`src/rtl/riscv_ctrl_pkg.sv`:
```
// Shared definitions for the RISC-V multicycle control unit: opcodes,
// ALU operation codes, FSM state encoding and instruction classes.
package riscv_ctrl_pkg;

  localparam logic [6:0] OP_RTYPE  = 7'b0110011;
  localparam logic [6:0] OP_IALU   = 7'b0010011;
  localparam logic [6:0] OP_LOAD   = 7'b0000011;
  localparam logic [6:0] OP_STORE  = 7'b0100011;
  localparam logic [6:0] OP_BRANCH = 7'b1100011;

  localparam logic [3:0] ALU_AND = 4'b0000;
  localparam logic [3:0] ALU_OR  = 4'b0001;
  localparam logic [3:0] ALU_ADD = 4'b0010;
  localparam logic [3:0] ALU_SUB = 4'b0110;
  localparam logic [3:0] ALU_SLT = 4'b0111;
  localparam logic [3:0] ALU_SRL = 4'b1000;
  localparam logic [3:0] ALU_SLL = 4'b1001;
  localparam logic [3:0] ALU_SRA = 4'b1010;
  localparam logic [3:0] ALU_XOR = 4'b1101;

  typedef enum logic [2:0] {
    ST_FETCH,
    ST_DECODE,
    ST_EXEC,
    ST_MEM,
    ST_WB,
    ST_HALT
  } state_t;

  typedef enum logic [2:0] {
    CLS_R,
    CLS_I,
    CLS_LOAD,
    CLS_STORE,
    CLS_BRANCH,
    CLS_NONE
  } instr_class_t;

  // Map an opcode onto the instruction class; anything unknown is CLS_NONE.
  function automatic instr_class_t classify(input logic [6:0] opcode);
    case (opcode)
      OP_RTYPE:  return CLS_R;
      OP_IALU:   return CLS_I;
      OP_LOAD:   return CLS_LOAD;
      OP_STORE:  return CLS_STORE;
      OP_BRANCH: return CLS_BRANCH;
      default:   return CLS_NONE;
    endcase
  endfunction

  // Classes whose second ALU operand is the immediate.
  function automatic logic uses_imm(input instr_class_t cls);
    return (cls == CLS_I) || (cls == CLS_LOAD) || (cls == CLS_STORE);
  endfunction

  // Classes that write a destination register in WB.
  function automatic logic writes_rd(input instr_class_t cls);
    return (cls == CLS_R) || (cls == CLS_I) || (cls == CLS_LOAD);
  endfunction

endpackage

```
`src/rtl/alu_decoder.sv`:
```
// Combinational ALU operation decoder: {class, funct3, funct7[5]} -> ALUCtrl.
// Kept free of state so a pipelined control unit can reuse it unchanged.
module alu_decoder
  import riscv_ctrl_pkg::*;
(
  input  instr_class_t cls,
  input  logic [2:0]   funct3,
  input  logic         funct7_b5,
  output logic [3:0]   alu_ctrl
);

  // Select the ALU operation; funct7[5] only matters for sub/sra/srai.
  always_comb begin
    alu_ctrl = ALU_ADD;
    case (cls)
      CLS_R: begin
        case (funct3)
          3'b000:  alu_ctrl = funct7_b5 ? ALU_SUB : ALU_ADD;
          3'b001:  alu_ctrl = ALU_SLL;
          3'b010:  alu_ctrl = ALU_SLT;
          3'b100:  alu_ctrl = ALU_XOR;
          3'b101:  alu_ctrl = funct7_b5 ? ALU_SRA : ALU_SRL;
          3'b110:  alu_ctrl = ALU_OR;
          3'b111:  alu_ctrl = ALU_AND;
          default: alu_ctrl = ALU_ADD;
        endcase
      end
      CLS_I: begin
        // addi has no sub form: bit 30 is an immediate bit there.
        case (funct3)
          3'b000:  alu_ctrl = ALU_ADD;
          3'b001:  alu_ctrl = ALU_SLL;
          3'b010:  alu_ctrl = ALU_SLT;
          3'b100:  alu_ctrl = ALU_XOR;
          3'b101:  alu_ctrl = funct7_b5 ? ALU_SRA : ALU_SRL;
          3'b110:  alu_ctrl = ALU_OR;
          3'b111:  alu_ctrl = ALU_AND;
          default: alu_ctrl = ALU_ADD;
        endcase
      end
      CLS_LOAD:   alu_ctrl = ALU_ADD;
      CLS_STORE:  alu_ctrl = ALU_ADD;
      CLS_BRANCH: alu_ctrl = ALU_SUB;
      default:    alu_ctrl = ALU_ADD;
    endcase
  end

endmodule

```
`src/rtl/control_fsm.sv`:
```
// Multicycle RISC-V control unit: FETCH -> DECODE -> EXEC -> (MEM) -> WB.
// All control outputs are registered and reflect the current state.
// Optional feature macro ILLEGAL_TRAP_EN: unsupported opcodes halt the FSM
// and raise `illegal`; without it they retire as NOPs.
module control_fsm
  import riscv_ctrl_pkg::*;
#(
  parameter int INSTRET_W = 32
) (
  input  logic                 clk,
  input  logic                 rst,
  input  logic [31:0]          instr,
  input  logic                 Zero,
  input  logic                 dReady,
  output logic                 PCSrc,
  output logic                 ALUSrc,
  output logic                 RegWrite,
  output logic                 MemToReg,
  output logic [3:0]           ALUCtrl,
  output logic                 loadPC,
  output logic                 MemRead,
  output logic                 MemWrite,
  output logic                 illegal,
  output logic [INSTRET_W-1:0] instret
);

  state_t       state;
  instr_class_t cls_d;
  instr_class_t cls_q;
  logic [3:0]   alu_d;
  logic [3:0]   alu_q;
  logic         zero_q;
  logic         branch_taken;
  logic         unused_instr_bits;

  assign cls_d = classify(instr[6:0]);
  assign unused_instr_bits = ^{instr[31], instr[29:15], instr[11:7]};

  alu_decoder u_alu_decoder (
    .cls       (cls_d),
    .funct3    (instr[14:12]),
    .funct7_b5 (instr[30]),
    .alu_ctrl  (alu_d)
  );

  // Zero is still being captured on the EXEC->WB edge, so take it directly there.
  assign branch_taken = (cls_q == CLS_BRANCH) && ((state == ST_EXEC) ? Zero : zero_q);

  // Decoded instruction fields and the ALU flag; no reset needed on these.
  always_ff @(posedge clk) begin
    if (state == ST_DECODE) begin
      cls_q <= cls_d;
      alu_q <= alu_d;
    end
    if (state == ST_EXEC) begin
      zero_q <= Zero;
    end
  end

`ifndef ILLEGAL_TRAP_EN
  assign illegal = 1'b0;
`endif

  // State sequencing with outputs registered for the state being entered.
  always_ff @(posedge clk or negedge rst) begin
    if (!rst) begin
      state    <= ST_FETCH;
      PCSrc    <= 1'b0;
      ALUSrc   <= 1'b0;
      RegWrite <= 1'b0;
      MemToReg <= 1'b0;
      ALUCtrl  <= 4'b0000;
      loadPC   <= 1'b0;
      MemRead  <= 1'b0;
      MemWrite <= 1'b0;
      instret  <= '0;
`ifdef ILLEGAL_TRAP_EN
      illegal  <= 1'b0;
`endif
    end else begin
      PCSrc    <= 1'b0;
      ALUSrc   <= 1'b0;
      RegWrite <= 1'b0;
      MemToReg <= 1'b0;
      ALUCtrl  <= 4'b0000;
      loadPC   <= 1'b0;
      MemRead  <= 1'b0;
      MemWrite <= 1'b0;
      case (state)
        ST_FETCH: begin
          state <= ST_DECODE;
        end
        ST_DECODE: begin
`ifdef ILLEGAL_TRAP_EN
          if (cls_d == CLS_NONE) begin
            state   <= ST_HALT;
            illegal <= 1'b1;
          end else begin
            state   <= ST_EXEC;
            ALUSrc  <= uses_imm(cls_d);
            ALUCtrl <= alu_d;
          end
`else
          state   <= ST_EXEC;
          ALUSrc  <= uses_imm(cls_d);
          ALUCtrl <= alu_d;
`endif
        end
        ST_EXEC: begin
          ALUSrc  <= uses_imm(cls_q);
          ALUCtrl <= alu_q;
          if ((cls_q == CLS_LOAD) || (cls_q == CLS_STORE)) begin
            state    <= ST_MEM;
            MemRead  <= (cls_q == CLS_LOAD);
            MemWrite <= (cls_q == CLS_STORE);
            MemToReg <= (cls_q == CLS_LOAD);
          end else begin
            state    <= ST_WB;
            loadPC   <= 1'b1;
            RegWrite <= writes_rd(cls_q);
            PCSrc    <= branch_taken;
          end
        end
        ST_MEM: begin
          ALUSrc   <= uses_imm(cls_q);
          ALUCtrl  <= alu_q;
          MemToReg <= (cls_q == CLS_LOAD);
          if (dReady) begin
            state    <= ST_WB;
            loadPC   <= 1'b1;
            RegWrite <= writes_rd(cls_q);
            PCSrc    <= branch_taken;
          end else begin
            MemRead  <= (cls_q == CLS_LOAD);
            MemWrite <= (cls_q == CLS_STORE);
          end
        end
        ST_WB: begin
          state   <= ST_FETCH;
          instret <= instret + 1'b1;
        end
`ifdef ILLEGAL_TRAP_EN
        ST_HALT: begin
          state <= ST_HALT;
        end
`endif
        default: begin
          state <= ST_FETCH;
        end
      endcase
    end
  end

endmodule

```
`config.mk`:
```
export PLATFORM = sky130hd
export DESIGN_NAME = control_fsm
export DESIGN_NICKNAME = d
export VERILOG_FILES = /design/src/rtl/riscv_ctrl_pkg.sv /design/src/rtl/alu_decoder.sv /design/src/rtl/control_fsm.sv
export SDC_FILE = /design/constraint.sdc
export NUM_CORES = 1
export LEC_CHECK = 0
export ABC_AREA = 1
export BUFFER_PORTS_ARGS = -buffer_cell sky130_fd_sc_hd__buf_2
export CAP_MARGIN = 40
export CORE_MARGIN = 3
export CORE_UTILIZATION = 50
export DETAILED_ROUTE_END_ITERATION = 8
export HOLD_SLACK_MARGIN = 0.06
export PLACE_DENSITY_LB_ADDON = 0.2
export SLEW_MARGIN = 20
export SYNTH_ARGS = -nofsm -noshare
export SYNTH_HDL_FRONTEND = slang
export SYNTH_SLANG_ARGS = --single-unit
```
`constraint.sdc`:
```
create_clock -name clk -period 4.3 [get_ports clk]
set_clock_uncertainty 0.2 [all_clocks]
set_input_delay 0.86 -clock clk [delete_from_list [all_inputs] [get_ports clk]]
set_output_delay 0.86 -clock clk [all_outputs]
set_load 0.005 [all_outputs]
```
==> summary.txt, run 1 <==
Outcome
  • Status: finished, final reports clean

Yosys
  • Syn Std Cell Area: 3000 sq um
  • Warnings, synthesis: 0
  • Sequential area share after synthesis: 46.0%
  • Synth Register Bits: 54
  • Post-Syn Area per Cell: 7.66 sq um
  • Synthesized Nets: 429
  • Cell variety after synth: 31
  • Post-Syn Instances: 392

Layout
  • Most frequent cells in the layout: nand2_1, buf_2, nor2_1, dfrtp_1, inv_1
  • Non-filler cells in the finished layout: 528
  • Fin nets: 492
  • Area added between synthesis and finish: 17.5%
  • Share of cells above drive strength 1: 21.3%
  • Design area: 3530 sq um
  • Most common cell after layout, fill and taps aside: nand2_1
  • # fillers: 525
  • Diodes inserted: 0

Power
  • Pwr per Cell Area: 388 nW/um^2
  • Overall power: 1.37 mW
  • Net Switching: 0.423 mW
  • Reg power frac: 48.8%
  • Clk pwr share: 30.3%
  • Leakage: 1.81 nW
  • Int Power: 0.947 mW
  • VDD IR max: 262 uV
  • Switch share: 30.8%
  • Gate power share: 20.9%

Detailed routing
  • DRC viols: 0
  • Vias post-DR: 2556
  • First-pass DRT Iterations: 4
  • Routed len/inst: 11.7 um
  • Detailed-route wire length: 6200 um
  • Final ANT Viol Nets: 0
  • Detailed Route Iter0 Violations: 77
  • DR vias/cell: 4.84

Setup path
  • Crit start category: flop
  • Worst path buffer plus inverter count: 1
  • Slowest Stage Delay on Critical Path: 0.52 ns
  • CP Cell Sequence: buf_2
  • Crit-path max FO: 6
  • CP delay by family, top: flip-flops
  • WP data required: 3.24 ns
  • Worst setup EP type: output pin
  • Critical path's slowest cell: dfrtp_1
  • Setup CP Type: flop to output pin
  • Arrival @ worst endpoint: 1.00 ns

Timing
  • RSZ-0062 raised after global routing: false
  • Period utilization: 48.0%
  • Hold_ws: 0.263 ns
  • Hold Vio Cnt, Final: 0
  • Setup_tns: 0 ns
  • Minimum clock period: 2.06 ns
  • Setup-failing EPs final: 0
  • Max-slew violations: 0
  • Max Clock Freq: 485 MHz

Placed design
  • RePlAce Congestion: 0.862
  • DP HPWL: 4990 um
  • Post-DP Area: 3390 sq um
  • Inst Count DP: 520
  • Port buffer count: 57

Clock tree
  • Clk Latency, worst-skew pair: 0.31 ns
  • Number of clock buffers inserted by TritonCTS: 5
  • Clock Path Buffers: 2
  • Clock sink total: 54
  • # hold bufs at CTS: 0
  • Clock Tree Root: clkbuf_8
  • H-Tree Depth: 2
  • CTS-repair resized insts: 0
  • TritonCTS clock tree: built
  • Post-CTS Setup Inserts: 0
  • Worst-path clk slew: 0.09 ns

Floorplanning
  • Die height: 83.5 um
  • I/O pin total: 80
  • Die Wd: 83.5 um
  • Die area: 6970 sq um
  • Core Area: 5640 sq um
  • Initial Utilization: 53.2%
  • Row Count: 27

Job
  • Max-cap viol count: 0

GRT
  • Initial antenna violation count: 0
  • GRT overflow: 0
  • Vias in the first global route: 2492
  • First-pass GRT wire length: 10800 um
  • Global Route Usage Sum: 18.7%
  • Pin count of the biggest net entering global routing: 28

Hold path
  • Worst hold path type: flop to flop
layer usage:
| layer | up-vias | part of all wire (%) | GRT usage, % |
|---|---|---|---|
| met1 | 1151 | 44 | 22.2 |
| li1 | 1331 | - | - |
| met2 | 62 | 48 | 32.7 |
| met5 | - | 0 | 0 |
| met4 | 0 | 3.0 | 8.33 |
| met3 | 12 | 4.8 | 3.65 |
power by group through the flow:
stage	combinational, mW	sequential, mW	clock [mW]
detailed placement	0.292	0.679	0
global route	0.331	0.680	0.447
global placement	0.286	0.676	0
finish	0.287	0.669	0.415
CTS	0.293	0.669	0.423
floorplan	0.192	0.674	0
worst paths after layout:
path / start / to / slack [ns] / depth (start not counted)
min in group asynchronous: rst / instret[12] / 0.30 / 1
hold / removal: alu_q[0] / ALUCtrl[0] / 0.26 / 2
setup / recovery: instret[2] / instret[2] / 2.24 / 1
setup reg to reg: state[1] / instret[7] / 2.51 / 6
hold reg to reg: alu_q[0] / ALUCtrl[0] / 0.26 / 2
max in group asynchronous: rst / instret[27] / 3.10 / 2
synthesized netlist by cell type:
| cell type | instances | area share [%] |
|---|---|---|
| nand3_4 | 3 | 1.7 |
| nand2_4 | 2 | 0.75 |
| xnor2_1 | 6 | 1.7 |
| nand4_1 | 3 | 0.63 |
| edfxtp_1 | 7 | 7.0 |
| nor3b_1 | 1 | 0.25 |
| nand2_1 | 138 | 17 |
| buf_4 | 1 | 0.25 |
| nor2_4 | 4 | 1.5 |
| o21ai_1 | 1 | 0.17 |
| a31oi_1 | 1 | 0.21 |
| nor2_8 | 1 | 0.67 |
| nand3_2 | 2 | 0.67 |
| buf_2 | 1 | 0.17 |
| conb_1 | 1 | 0.12 |
| nor2_2 | 13 | 2.7 |
| nor2_1 | 50 | 6.3 |
| xor2_1 | 12 | 3.5 |
| dfxtp_1 | 1 | 0.67 |
| and2_1 | 1 | 0.21 |
| nand2_2 | 5 | 1.0 |
| nand3_1 | 24 | 4.0 |
| o31ai_1 | 1 | 0.25 |
| nor3_2 | 1 | 0.33 |
| inv_1 | 46 | 5.8 |
| o21ai_0 | 7 | 1.2 |
| ha_1 | 1 | 0.42 |
| a21oi_1 | 4 | 0.67 |
| nor3_1 | 5 | 0.83 |
| nand3b_1 | 3 | 0.75 |
| dfrtp_1 | 46 | 38 |
cells by family after synthesis:
kind of cell | after synthesis | synth area share [%]
buffers and inverters | 48 | 6.17
adder cells (fa/ha/maj) | 1 | 0.417
flip-flops | 54 | 46.0
AO/OA/AOI/OAI | 14 | 2.46
AND/OR/NAND/NOR | 256 | 39.6
other | 1 | 0.125
XOR/XNOR | 18 | 5.25
final cells by class:
class | instances | area, sq um | area share, %
sequential | 54 | 1380 | 39.1
clock buffer | 6 | 82.6 | 2.34
multi-input combinational | 290 | 1440 | 40.7
inverter | 46 | 173 | 4.89
clock inverter | 2 | 60.1 | 1.70
tap | 72 | 90.1 | 2.55
timing repair buffer | 58 | 305 | 8.65
flip-flops by register name, summed over array words and instances (netlist names):
register / flops
instret: 32
ALUCtrl: 4
alu_q: 4
cls_q: 3
state: 3
ALUSrc: 1
MemRead: 1
MemToReg: 1
MemWrite: 1
PCSrc: 1
RegWrite: 1
loadPC: 1
zero_q: 1
through the flow:
step | worst slack (ns) | utilization [%]
final | 2.24 | 62.5
after global routing | 2.19 | 62.5
after CTS | 2.23 | 62.5
after detailed placement | 2.16 | 60.0
after global placement | 2.19 | 59.7
after floorplan | 2.40 | -
No activity file was read; power rests on OpenSTA's default activity.
==> run 2: changes to the inputs <==
clock period = 2 ns   (was 4.3 ns; I/O delays follow)
==> summary.txt, run 2 (synthesized netlist as in run 1, its figures left out) <==
Timing
  • Setup_tns: 0 ns (unchanged)
  • Period utilization: 84.9%
  • Hold Vio Cnt, Final: 0 (unchanged)
  • RSZ-0062 raised after global routing: false
  • Max Clock Freq: 589 MHz
  • Max-slew violations: 0 (unchanged)
  • Minimum clock period: 1.70 ns
  • Setup-failing EPs final: 0 (unchanged)

Floorplanning
  • Initial Utilization: 53.2% (unchanged)
  • Die height: 83.5 um (unchanged)
  • Core Area: 5640 sq um (unchanged)
  • Row Count: 27 (unchanged)
  • I/O pin total: 80 (unchanged)
  • Die area: 6970 sq um (unchanged)
  • Die Wd: 83.5 um (unchanged)

GRT
  • Pin count of the biggest net entering global routing: 28 (unchanged)
  • Global Route Usage Sum: 19.7% (+0.95 points)
  • Vias in the first global route: 2651 (+6.4%)
  • Initial antenna violation count: 0 (unchanged)
  • First-pass GRT wire length: 11400 um (+5.6%)
  • GRT overflow: 0 (unchanged)

Clock tree
  • CTS-repair resized insts: 0 (unchanged)
  • Number of clock buffers inserted by TritonCTS: 5 (unchanged)
  • Clock Path Buffers: 2 (unchanged)
  • Post-CTS Setup Inserts: 0 (unchanged)
  • Clock Tree Root: clkbuf_8
  • # hold bufs at CTS: 1 (+1)
  • Worst-path clk slew: 0.10 ns (about the same)
  • H-Tree Depth: 2 (unchanged)
  • Clk Latency, worst-skew pair: 0.31 ns (about the same)
  • TritonCTS clock tree: built
  • Clock sink total: 54 (unchanged)

Placed design
  • Post-DP Area: 3400 sq um (+0.44%)
  • Port buffer count: 57 (unchanged)
  • DP HPWL: 5050 um (+1.2%)
  • RePlAce Congestion: 0.859 (-0.37%)
  • Inst Count DP: 522 (+0.38%)

Setup path
  • Worst R2R End: instret[26]
  • Top cell by count, worst path: nand2_1
  • Setup CP Type: flop to flop
  • Arrival @ worst endpoint: 1.71 ns (+0.71 ns)
  • Critical Path End: instret[26]
  • Crit path launch: instret[1]
  • Crit start category: flop
  • Critical R2R Launch: instret[1]
  • WP data required: 2.01 ns (-1.23 ns)
  • CP Cell Sequence: ha_1 > nand3_4 > nor3_2 > nand4_1 > nand2_1 > nand2_1
  • Setup slack, reg-to-reg: 0.30 ns (-2.21 ns)
  • Crit-path max FO: 5 (-1)
  • Worst setup EP type: flop
  • Critical path's slowest cell: dfrtp_1
  • Worst r2r path cells: 6 (unchanged)
  • Slowest Stage Delay on Critical Path: 0.44 ns (-0.08 ns)

Power
  • Leakage: 1.81 nW (about the same)
  • Overall power: 2.80 mW (+100%)
  • VDD IR max: 540 uV (+110%)
  • Pwr per Cell Area: 797 nW/um^2 (+110%)

Layout
  • Non-filler cells in the finished layout: 531 (+0.57%)
  • Register bank with the most flops: instret
  • Top flop regs: instret (32), ALUCtrl (4), alu_q (4)
  • Share of cells above drive strength 1: 21.6% (+0.30 points)
  • Fin nets: 495 (+0.61%)
  • Largest register FFs: 32 (unchanged)
  • Area of the multi-input gates: 1440 sq um (unchanged)
  • Most frequent cells in the layout: nand2_1, buf_2, nor2_1, dfrtp_1, inv_1
  • Register area: 1380 sq um (unchanged)
  • # fillers: 543 (+3.4%)
  • Most common cell after layout, fill and taps aside: nand2_1
  • Design area: 3520 sq um (-0.25%)
  • Diodes inserted: 0 (unchanged)
  • Area added between synthesis and finish: 17.2%

Detailed routing
  • Vias post-DR: 2616 (+2.3%)
  • Final ANT Viol Nets: 0 (unchanged)
  • DRC viols: 0 (unchanged)
  • Routed len/inst: 12.1 um (+3.3%)
  • Detailed-route wire length: 6440 um (+3.9%)
  • First-pass DRT Iterations: 4 (unchanged)
  • DR vias/cell: 4.93 (+1.8%)
  • Detailed Route Iter0 Violations: 101 (+31%)

Hold path
  • Worst hold path type: input port to flop

Outcome
  • Status: finished, final reports clean

Job
  • Max-cap viol count: 0 (unchanged)
==> run 2: changes by cell type in the layout (fill, tap and decap cells not counted) <==
cell           before  now
buf_4               0    2
clkinv_2            0    2
bufinv_16           2    1
clkbuf_8            6    5
dlygate4sd3_1       0    1
==> run 2: through the flow <==
step                hold slack (ns)  utilization [%]  setup slack, ns
finish                        0.109             62.4            0.303
global route                  0.102             62.4            0.122
CTS                          0.0997             62.4            0.311
detailed placement            0.189             60.3            0.295
global placement              0.180             60.3            0.349
floorplan                   -0.0956                -            0.469
==> run 2: worst max-delay path: cells and delay by family, from the launching register on <==
family / cells / cell delay, ns
and+or+nand+nor: 5 / 0.70
DFF: 1 / 0.44
adders and majority gates: 1 / 0.26
==> run 2: how the worst min path moves through the flow <==
stage / depth (start not counted) / start / to
floorplan: 0 / rst / ALUCtrl[0]
global placement: 1 / rst / instret[4]
detailed placement: 1 / rst / instret[6]
CTS: 3 / Zero / zero_q
global route: 3 / Zero / zero_q
finish: 3 / Zero / zero_q
==> run 2: power breakdown <==
group | switching, mW | total [mW] | internal, mW | leakage (nW)
sequential | 0.150 | 1.44 | 1.29 | 0.694
clock | 0.366 | 0.735 | 0.369 | 0.0579
combinational | 0.406 | 0.633 | 0.226 | 1.06
==> run 2: area by class of cell <==
type / instances / area share, %
Multi-Input combinational cell: 290 / 40.8
Sequential cell: 54 / 39.2
Timing Repair Buffer: 61 / 9.38
Inverter: 46 / 4.91
Tap cell: 72 / 2.56
Clock buffer: 5 / 1.96
Clock inverter: 3 / 1.14
==> run 2: metal layers <==
metal | GRT usage, % | vias to the layer above | wire [um]
li1 | - | 1346 | -
met1 | 22.7 | 1186 | 2720
met2 | 35.2 | 69 | 3180
met3 | 4.34 | 15 | 348
met4 | 7.89 | 0 | 194
met5 | 0 | - | 0
==> run 3: changes to the inputs <==
CORE_UTILIZATION = 48   (was 50)
clock period = 1.45 ns   (was 2 ns; I/O delays follow)
==> summary.txt, run 3 (synthesized netlist as in run 1, its figures left out) <==
Outcome
  • Status: complete, but fails checks
  • Failing checks: setup timing

Floorplanning
  • I/O pin total: 80 (unchanged)
  • Die area: 7240 sq um (+3.9%)
  • Initial Utilization: 50.1% (-3.1 points)
  • Die Wd: 85.1 um (+1.9%)
  • Core Area: 5990 sq um (+6.2%)
  • Die height: 85.1 um (+1.9%)
  • Row Count: 28 (+3.7%)

Detailed routing
  • Detailed-route wire length: 9260 um (+44%)
  • Vias post-DR: 3194 (+22%)
  • Final ANT Viol Nets: 0 (unchanged)
  • First-pass DRT Iterations: 5 (+1)
  • DR vias/cell: 5.14 (+4.2%)
  • Routed len/inst: 14.9 um (+23%)
  • DRC viols: 0 (unchanged)
  • Detailed Route Iter0 Violations: 209 (+110%)

Timing
  • Max-slew violations: 0 (unchanged)
  • Hold Vio Cnt, Final: 0 (unchanged)
  • Setup WS post-layout: -0.236 ns (-0.539 ns)
  • Setup-failing EPs final: 61 (+61)
  • RSZ-0062 raised after global routing: true
  • Setup_tns: -5.49 ns (-5.49 ns)
  • Period utilization: 116% (+31 points)
  • Max Clock Freq: 593 MHz (+0.67%)
  • Minimum clock period: 1.69 ns (-0.0112 ns)

Setup path
  • Crit start category: flop
  • WP data required: 1.47 ns (-0.54 ns)
  • Critical path's slowest cell: dfrtp_1
  • Setup CP Type: flop to flop
  • Top cell by count, worst path: nand2_1
  • CP Cell Sequence: nand2_2 > nor2_4 > buf_4 > nand2_1 > inv_1 > nand4_1 > nand2_1 > nand2_1
  • Worst setup EP type: flop
  • Slowest Stage Delay on Critical Path: 0.46 ns (+0.02 ns)
  • Crit-path max FO: 4 (-1)
  • Arrival @ worst endpoint: 1.70 ns (about the same)

Power
  • VDD IR max: 845 uV (+56%)
  • Pwr per Cell Area: 975 nW/um^2 (+22%)
  • Leakage: 2.42 nW (+33%)
  • Overall power: 4.65 mW (+66%)

Layout
  • Most frequent cells in the layout: nand2_1, buf_4, buf_6, inv_1, buf_2
  • Register bank with the most flops: instret
  • Fin nets: 583 (+18%)
  • Top flop regs: instret (32), ALUCtrl (4), alu_q (4)
  • Diodes inserted: 0 (unchanged)
  • Design area: 4770 sq um (+36%)
  • Largest register FFs: 32 (unchanged)
  • Share of cells above drive strength 1: 48.3% (+27 points)
  • Area added between synthesis and finish: 58.9%
  • Most common cell after layout, fill and taps aside: nand2_1

Placed design
  • RePlAce Congestion: 0.867 (+1.0%)
  • DP HPWL: 5150 um (+1.9%)
  • Port buffer count: 57 (unchanged)
  • Post-DP Area: 3830 sq um (+13%)

GRT
  • GRT overflow: 0 (unchanged)
  • Global Route Usage Sum: 21.6% (+1.9 points)
  • First-pass GRT wire length: 12700 um (+11%)
  • Initial antenna violation count: 0 (unchanged)
  • Pin count of the biggest net entering global routing: 47 (+68%)
  • Vias in the first global route: 2956 (+12%)

Clock tree
  • Worst-path clk slew: 0.11 ns (about the same)
  • Clock Tree Root: clkbuf_8
  • Clk Latency, worst-skew pair: 0.32 ns (about the same)
  • TritonCTS clock tree: built
  • H-Tree Depth: 2 (unchanged)
  • Number of clock buffers inserted by TritonCTS: 5 (unchanged)
  • Clock sink total: 54 (unchanged)
  • Clock Path Buffers: 2 (unchanged)

Job
  • Max-cap viol count: 0 (unchanged)

Hold path
  • Worst hold path type: input port to flop
-- run 3: changes by cell type in the layout (fill, tap and decap cells not counted), sizes merged --
| cell | delta |
|---|---|
| buf | +86 |
| bufinv | -1 |
| clkinv | -2 |
| dlygate4sd3 | +2 |
| clkinvlp | +1 |
| inv | +2 |
-- run 3: layer usage --
metal	routed length (um)	vias up	global-route usage [%]
li1	-	1519	-
met1	3440	1499	24.5
met2	4840	133	39.3
met3	503	43	3.79
met4	471	0	9.35
met5	0	-	0
-- run 3: repair_timing --
| action | 4_1_cts | 5_1_grt |
|---|---|---|
| hold endpoints to repair | 49 | 0 |
| pin swaps | 20 | 39 |
| buffers inserted | 19 | 20 |
| resized for setup | 88 | 73 |
| setup endpoints to repair | 59 | 65 |
| hold buffers | 3 | 0 |
-- run 3: area by class of cell --
| type | count | area (sq um) |
|---|---|---|
| Inverter | 46 | 181 |
| Fill cell | 363 | 1220 |
| Tap cell | 75 | 93.8 |
| Multi-Input combinational cell | 290 | 1750 |
| Clock buffer | 5 | 68.8 |
| Timing Repair Buffer | 149 | 1250 |
| Sequential cell | 54 | 1400 |
| Clock inverter | 3 | 26.3 |
-- run 3: path summary, 6_finish.rpt --
kind,cells after the start,endpoint,slack (ns),startpoint
worst max-delay path,8,instret[26],-0.24,instret[12]
worst min-delay path,2,cls_q[1],0.08,instr[4]
worst max register to register,8,instret[26],-0.24,instret[12]
worst min register to register,2,ALUCtrl[2],0.26,alu_q[2]
max in group asynchronous,3,instret[19],0.51,rst
min in group asynchronous,3,instret[6],0.30,rst
-- run 3: stage by stage --
step / utilization [%] / setup WS, ns / instances / hold slack [ns]
2_1_floorplan: - / -0.0245 / 392 / -0.206
3_3_place_gp: 64.0 / -0.114 / 578 / 0.0922
3_5_place_dp: 64.0 / -0.159 / 578 / 0.0941
4_1_cts: 74.1 / -0.128 / 607 / 0.0699
5_1_grt: 79.6 / -0.333 / 622 / 0.0731
6_report: 79.6 / -0.236 / 622 / 0.0801
-- run 3: report_power, final --
group / switching [mW] / internal, mW / leakage (nW) / total [mW]
clock: 0.554 / 0.360 / 0.0495 / 0.915
combinational: 0.829 / 0.898 / 1.69 / 1.73
sequential: 0.226 / 1.79 / 0.675 / 2.01
total: 1.61 / 3.04 / 2.42 / 4.65
-- run 3: critical path, delay by kind of cell (launching register included) --
kind,cells,cell delay (ns)
AND/OR/NAND/NOR,6,0.68
flip-flops,1,0.46
buffers and inverters,2,0.24
